===== src/rtl/cluster_timer_arb_pkg.sv =====
`default_nettype none
// ============================================================================
// Module      : cluster_timer_arb_pkg
// Description : Shared types and constants for the cluster timer arbiter.
//               FSM state encoding, the data word returned on a response
//               timeout, and a helper that sizes requester index fields.
// Revision    : 1.0 - initial release
// ============================================================================
package cluster_timer_arb_pkg;

    typedef enum logic [1:0] {
        IDLE = 2'd0,
        REQ  = 2'd1,
        RESP = 2'd2
    } arb_state_e;

    // Read data returned to the requester when the timer never answers.
    localparam logic [31:0] TIMEOUT_RDATA = 32'hBADC_0DE5;

    // Width of an index into n requesters. Never returns 0, so a
    // one-requester build still has a legal 1-bit index.
    function automatic int idx_width(input int n);
        return (n > 1) ? $clog2(n) : 1;
    endfunction

endpackage
`default_nettype wire


===== src/rtl/cluster_timer_rr_arb.sv =====
`default_nettype none
// ============================================================================
// Module      : cluster_timer_rr_arb
// Description : Combinational round-robin priority search. Returns the first
//               set request bit found by scanning from ptr upward and
//               wrapping modulo NB_MASTERS.
// Ports       : req    - request vector, one bit per requester
//               ptr    - index holding the highest priority this round
//               valid  - at least one request is set
//               winner - index of the selected requester (0 when !valid)
// Revision    : 1.0 - initial release
// ============================================================================
module cluster_timer_rr_arb
    import cluster_timer_arb_pkg::*;
#(
    parameter int NB_MASTERS = 4,
    parameter int IDX_W      = idx_width(NB_MASTERS)
) (
    input  logic [NB_MASTERS-1:0] req,
    input  logic [IDX_W-1:0]      ptr,
    output logic                  valid,
    output logic [IDX_W-1:0]      winner
);

    int w_pos;

    // Scan from the farthest offset down to offset 0 so the closest set bit
    // to ptr is the last one written and therefore wins.
    always_comb begin
        valid  = 1'b0;
        winner = '0;
        w_pos  = 0;
        for (int i = NB_MASTERS - 1; i >= 0; i--) begin
            w_pos = int'(ptr) + i;
            if (w_pos >= NB_MASTERS) begin
                w_pos = w_pos - NB_MASTERS;
            end
            if (req[w_pos]) begin
                valid  = 1'b1;
                winner = IDX_W'(w_pos);
            end
        end
    end

endmodule
`default_nettype wire


===== src/rtl/cluster_timer_arbiter.sv =====
`default_nettype none
// ============================================================================
// Module      : cluster_timer_arbiter
// Description : Round-robin arbiter sharing one cluster timer slave port
//               between NB_MASTERS requesters on the req/gnt/r_valid
//               peripheral bus. One transaction in flight at a time; a
//               response timeout returns an error word so a hung timer
//               cannot deadlock the requesters.
// Ports       : clk_i, rst_ni          - clock, async active-low reset
//               m_*                    - requester side (gnt/r_valid one-hot,
//                                        rdata/opc shared)
//               s_*                    - timer slave side
//               busy_o                 - a transaction is in flight
//               timeout_o              - one-cycle pulse on a timeout
// Revision    : 1.0 - initial release
// ============================================================================
module cluster_timer_arbiter
    import cluster_timer_arb_pkg::*;
#(
    parameter int NB_MASTERS     = 4,
    parameter int ID_WIDTH       = 2,
    parameter int TIMEOUT_CYCLES = 256
) (
    input  logic                       clk_i,
    input  logic                       rst_ni,
    input  logic [NB_MASTERS-1:0]      m_req_i,
    input  logic [NB_MASTERS-1:0][31:0] m_add_i,
    input  logic [NB_MASTERS-1:0]      m_we_n_i,
    input  logic [NB_MASTERS-1:0][31:0] m_wdata_i,
    input  logic [NB_MASTERS-1:0][3:0] m_be_i,
    output logic [NB_MASTERS-1:0]      m_gnt_o,
    output logic [NB_MASTERS-1:0]      m_r_valid_o,
    output logic [31:0]                m_r_rdata_o,
    output logic                       m_r_opc_o,
    output logic                       s_req_o,
    output logic [31:0]                s_add_o,
    output logic                       s_we_n_o,
    output logic [31:0]                s_wdata_o,
    output logic [3:0]                 s_be_o,
    output logic [ID_WIDTH-1:0]        s_id_o,
    input  logic                       s_gnt_i,
    input  logic                       s_r_valid_i,
    input  logic [31:0]                s_r_rdata_i,
    input  logic                       s_r_opc_i,
    input  logic [ID_WIDTH-1:0]        s_r_id_i,
    output logic                       busy_o,
    output logic                       timeout_o
);

    localparam int IDX_W = idx_width(NB_MASTERS);
    localparam int CNT_W = (TIMEOUT_CYCLES > 1) ? $clog2(TIMEOUT_CYCLES) : 1;

    localparam logic [CNT_W-1:0] c_cnt_last =
        CNT_W'((TIMEOUT_CYCLES > 0) ? TIMEOUT_CYCLES - 1 : 0);
    localparam logic [IDX_W-1:0] c_last_idx = IDX_W'(NB_MASTERS - 1);

    arb_state_e            r_state;
    arb_state_e            w_state_nxt;
    logic [IDX_W-1:0]      r_ptr;
    logic [IDX_W-1:0]      r_owner;
    logic [31:0]           r_add;
    logic                  r_we_n;
    logic [31:0]           r_wdata;
    logic [3:0]            r_be;
    logic [CNT_W-1:0]      r_cnt;

    logic                  w_arb_valid;
    logic [IDX_W-1:0]      w_arb_idx;
    logic                  w_capture;
    logic                  w_granted;
    logic [NB_MASTERS-1:0] w_owner_oh;
    logic                  w_resp_match;

    cluster_timer_rr_arb #(
        .NB_MASTERS (NB_MASTERS),
        .IDX_W      (IDX_W)
    ) u_rr_arb (
        .req    (m_req_i),
        .ptr    (r_ptr),
        .valid  (w_arb_valid),
        .winner (w_arb_idx)
    );

    assign w_owner_oh   = NB_MASTERS'(1) << r_owner;
    assign w_resp_match = s_r_valid_i && (s_r_id_i == s_id_o);

    // The slave side is always driven from the capture registers; only
    // s_req_o qualifies it, so no extra muxing is needed.
    assign s_add_o   = r_add;
    assign s_we_n_o  = r_we_n;
    assign s_wdata_o = r_wdata;
    assign s_be_o    = r_be;
    assign s_id_o    = ID_WIDTH'(r_owner);
    assign busy_o    = (r_state != IDLE);

    always_ff @(posedge clk_i or negedge rst_ni) begin
        if (!rst_ni) begin
            r_state <= IDLE;
            r_ptr   <= '0;
            r_owner <= '0;
            r_add   <= '0;
            r_we_n  <= 1'b0;
            r_wdata <= '0;
            r_be    <= '0;
            r_cnt   <= '0;
        end else begin
            r_state <= w_state_nxt;
            if (w_capture) begin
                r_owner <= w_arb_idx;
                r_add   <= m_add_i[w_arb_idx];
                r_we_n  <= m_we_n_i[w_arb_idx];
                r_wdata <= m_wdata_i[w_arb_idx];
                r_be    <= m_be_i[w_arb_idx];
            end
            if (w_granted) begin
                // Priority moves just past the requester being served.
                r_ptr <= (r_owner == c_last_idx) ? '0 : r_owner + 1'b1;
                r_cnt <= '0;
            end else if (r_state == RESP) begin
                r_cnt <= r_cnt + 1'b1;
            end
        end
    end

    always_comb begin
        w_state_nxt = r_state;
        w_capture   = 1'b0;
        w_granted   = 1'b0;
        s_req_o     = 1'b0;
        m_gnt_o     = '0;
        m_r_valid_o = '0;
        m_r_rdata_o = '0;
        m_r_opc_o   = 1'b0;
        timeout_o   = 1'b0;
        case (r_state)
            IDLE: begin
                if (w_arb_valid) begin
                    w_capture   = 1'b1;
                    w_state_nxt = REQ;
                end
            end
            REQ: begin
                s_req_o = 1'b1;
                if (s_gnt_i) begin
                    m_gnt_o     = w_owner_oh;
                    w_granted   = 1'b1;
                    w_state_nxt = RESP;
                end
            end
            RESP: begin
                // A real, matching response beats a timeout in the same cycle.
                if (w_resp_match) begin
                    m_r_valid_o = w_owner_oh;
                    m_r_rdata_o = s_r_rdata_i;
                    m_r_opc_o   = s_r_opc_i;
                    w_state_nxt = IDLE;
                end else if ((TIMEOUT_CYCLES > 0) && (r_cnt == c_cnt_last)) begin
                    m_r_valid_o = w_owner_oh;
                    m_r_rdata_o = TIMEOUT_RDATA;
                    m_r_opc_o   = 1'b1;
                    timeout_o   = 1'b1;
                    w_state_nxt = IDLE;
                end
            end
            default: begin
                w_state_nxt = IDLE;
            end
        endcase
    end

endmodule
`default_nettype wire


===== config.mk =====
export PLATFORM = sky130hd
export DESIGN_NAME = cluster_timer_arbiter
export DESIGN_NICKNAME = d
export VERILOG_FILES = /design/src/rtl/cluster_timer_arb_pkg.sv /design/src/rtl/cluster_timer_rr_arb.sv /design/src/rtl/cluster_timer_arbiter.sv
export SDC_FILE = /design/constraint.sdc
export NUM_CORES = 1
export LEC_CHECK = 0
export ABC_AREA = 1
export BUFFER_PORTS_ARGS = -buffer_cell sky130_fd_sc_hd__buf_2
export CAP_MARGIN = 20
export CORE_AREA = 2 2 170 172
export CTS_CLUSTER_DIAMETER = 100
export DETAILED_ROUTE_END_ITERATION = 16
export DIE_AREA = 0 0 172 174
export GPL_TIMING_DRIVEN = 0
export PLACE_DENSITY = 0.5
export SETUP_SLACK_MARGIN = 0.2
export SYNTH_ARGS = -nofsm -noshare
export SYNTH_HDL_FRONTEND = slang
export SYNTH_SLANG_ARGS = --single-unit

===== constraint.sdc =====
create_clock -name clk_i -period 2.2 [get_ports clk_i]
set_input_delay 0.22 -clock clk_i [delete_from_list [all_inputs] [get_ports clk_i]]
set_output_delay 0.22 -clock clk_i [all_outputs]
set_load 0.05 [all_outputs]

==> results.json <==
{
  "final_layout_size_suffix_gt1_frac": 0.5584,
  "hpwlAfterDp_um": 24920,
  "setup_slack_ns": -0.07487,
  "worst_pin_slew_ns": 0.6035,
  "fmax_mhz": 439.6,
  "ant_nets": 0,
  "critPathLaunch": "r_cnt[1]$_DFFE_PN0P_",
  "crit_fanout": 7,
  "syn_to_final_growth_pct": 98.66,
  "period_needed_ns": 2.275,
  "required_ns": 1.98,
  "violations": "setup timing",
  "critPathTopFamily": "simple AND/OR/NAND/NOR gates",
  "timing.rr.start": "r_ptr[0]$_DFFE_PN0P_",
  "clk-insertion-delay-late_ns": 0.34,
  "rsz0062_at_grt": "true",
  "clk_pin_slew_ns": 0.06,
  "io_buffers": 433,
  "slowest_delay_ns": 0.37,
  "avgSynthCellArea_um2": 6.092,
  "synth_fp_nets": 1369,
  "wl_um": 34330,
  "slowest_stage": "dfrtp_1",
  "start_util": 0.2255,
  "layout_common_cells": "396 x buf_2, 262 x nand2_1, 147 x nand3_1",
  "wl_per_cell_um": 17.58,
  "cp-start-kind": "register",
  "final_common_cell": "buf_2",
  "crit_top_cell": "nor2_4",
  "setup_viol": 24,
  "cts_tree": "done",
  "grt_pass1_wl_um": 47010,
  "grt.total_usage": 0.2062,
  "synth_edf_count": 0,
  "rows": 62,
  "clock-root-buffer": "clkbuf_16",
  "crit_buf_inv": 3,
  "yosys_warnings": 0,
  "end_kind": "primary output",
  "netlist_area_um2": 6366,
  "synth-seq-cells": 83,
  "drv_cap": 0,
  "clock_skew_ns": 0.008462,
  "slew_violations": 0,
  "syn_inst": 1045,
  "place_congestion": 0.9226,
  "viasPerCell": 4.561,
  "peakVddDrop_mv": 1.267,
  "dieArea_um2": 29930,
  "io_pins": 434,
  "hold_class": "primary input to register",
  "worst_ep_arrival_time_ns": 2.05,
  "hp-start": "s_gnt_i",
  "path_class": "register to primary output",
  "fp.dieW_um": 172,
  "synth.distinct_cells": 32,
  "dr_total_vias": 8907,
  "worstPathCellList": "ha_2 > nand2_2 > nor2_4 > inv_2 > nor3_4 > nand3_2 > nand2_4 > nand2_8 > clkbuf_16 > nor2_4 > buf_8",
  "overflow": 0,
  "slew_headroom": 0.5976,
  "period_share": 1.034,
  "place_area_um2": 9379,
  "final_nets": 1886,
  "grt_pass1_vias": 8392,
  "dieHeight_um": 174,
  "core-area_um2": 28240,
  "final_cell_area_um2": 12650,
  "drc_errors": 0,
  "ys_seq_area_frac": 0.3263,
  "p_per_area_nw_per_um2": 2000,
  "status": "finished, violations left",
  "synthArstFlopShare": 1.000,
  "antenna_found_initial": 3,
  "htreeDepth": 3,
  "firstDrtPassIters": 4,
  "power.leakage_uw": 0.006649,
  "synth-main-ff-cell": "dfrtp_1",
  "cts_sinks": 83,
  "clockBufferDepth": 2,
  "cts_buffers": 9,
  "grt_max_degree": 45,
  "hold_ws_ns": 0.08355,
  "drt_iter0_drc": 448,
  "hold_violations": 0
}
## routing by layer
layer | track usage | wire length [µm] | vias up
met3 | 0.04167 | 2136 | 50
met4 | 0.06373 | 892 | 2
met5 | 0 | 13 | -
met1 | 0.2586 | 14170 | 4169
met2 | 0.3537 | 17120 | 313
li1 | - | - | 4373
## flip-flops by register name, summed over array words and instances, names as in the netlist
signal / flops
s_wdata_o: 32
s_add_o: 32
s_we_n_o: 1
s_id_o: 2
r_state: 2
r_ptr: 2
r_cnt: 8
s_be_o: 4
## path summary, 6_finish.rpt
kind	end	slack (ns)	cells past startpoint
min in group asynchronous	s_wdata_o[30]$_DFFE_PN0P_	0.42	2
setup reg to reg	s_add_o[3]$_DFFE_PN0P_	0.12	14
hold / removal	r_state[0]$_DFFE_PN0P_	0.08	2
setup / recovery	m_r_rdata_o[0]	-0.07	11
hold reg to reg	s_wdata_o[1]$_DFFE_PN0P_	0.47	2
max in group asynchronous	s_wdata_o[26]$_DFFE_PN0P_	1.11	3
## cells in the mapped netlist (5+ instances only)
master	count	share of area
nand3_1	266	0.21
nand2_1	325	0.19
inv_2	5	0.0029
nor2_1	151	0.089
o21ai_0	13	0.010
buf_4	16	0.019
dfrtp_1	83	0.33
buf_2	39	0.031
ha_1	5	0.0098
or2_2	18	0.018
clkbuf_1	11	0.0065
inv_1	71	0.042
or2_1	15	0.015
a21oi_1	5	0.0039
## cells by family (layout without fill, tap and decap cells)
| family | count (synthesis) | in the layout | share of synthesized area |
|---|---|---|---|
| AO/OA/AOI/OAI | 23 | 23 | 0.02024 |
| XOR/XNOR | 2 | 2 | 0.002752 |
| adder cells (fa/ha/maj) | 5 | 5 | 0.009827 |
| buffers and inverters | 148 | 668 | 0.1071 |
| flip-flops | 83 | 83 | 0.3263 |
| other | 0 | 2 | 0 |
| AND/OR/NAND/NOR | 784 | 786 | 0.5338 |
## worst register-to-register path, cell delays in order, from the launching register on
cell and delay, ns:
dfrtp_2 0.45, buf_6 0.15, nand2_4 0.09, nand3_4 0.09
nand2_4 0.10, nand3_4 0.10, nand3_4 0.08, buf_12 0.15
nand2_8 0.12, buf_12 0.18, clkbuf_16 0.18, nand2_4 0.06
nand3_2 0.07, nand3_2 0.10, nand2_1 0.05
## per-stage QoR
step           utilization  instances  setup slack (ns)  TNS, ns  total power (µW)
5_1_grt             0.4479       1953           -0.1830   -4.036             26930
2_1_floorplan            -       1045          0.008685        0             12600
3_3_place_gp        0.3311       1862           -0.2367   -9.775             16660
3_5_place_dp        0.3322       1863           -0.2695   -6.719             16730
6_report            0.4479       1953          -0.07487   -1.136             25290
4_1_cts             0.3871       1922           -0.1071   -1.660             20950
## cell type report
type / count / area, µm²
antenna: 2 / 5.005
buffer: 70 / 852.1
clock buffer: 10 / 229.0
clock inverter: 6 / 88.84
fill: 2956 / 15590
inverter: 77 / 316.6
multi-input combinational: 816 / 5144
sequential: 83 / 2082
tap: 384 / 480.5
timing repair buffer: 505 / 3450
## what timing repair did
| item | CTS | global route |
|---|---|---|
| endpoints found under the hold margin | 39 | 0 |
| hold buffers | 1 | 0 |
| setup endpoints to repair | 110 | 112 |
| resized for setup | 218 | 326 |
| pin swaps | 21 | 99 |
| gates cloned | 7 | 13 |
| buffers inserted | 36 | 16 |
## report_power, final
| part | switching (µW) | total [µW] | internal (µW) |
|---|---|---|---|
| Sequential | 412 | 2760 | 2340 |
| Combinational | 12700 | 20800 | 8140 |
| Clock | 698 | 1700 | 1000 |
| Total | 13800 | 25300 | 11500 |
Power figures use the tool's default switching activity.
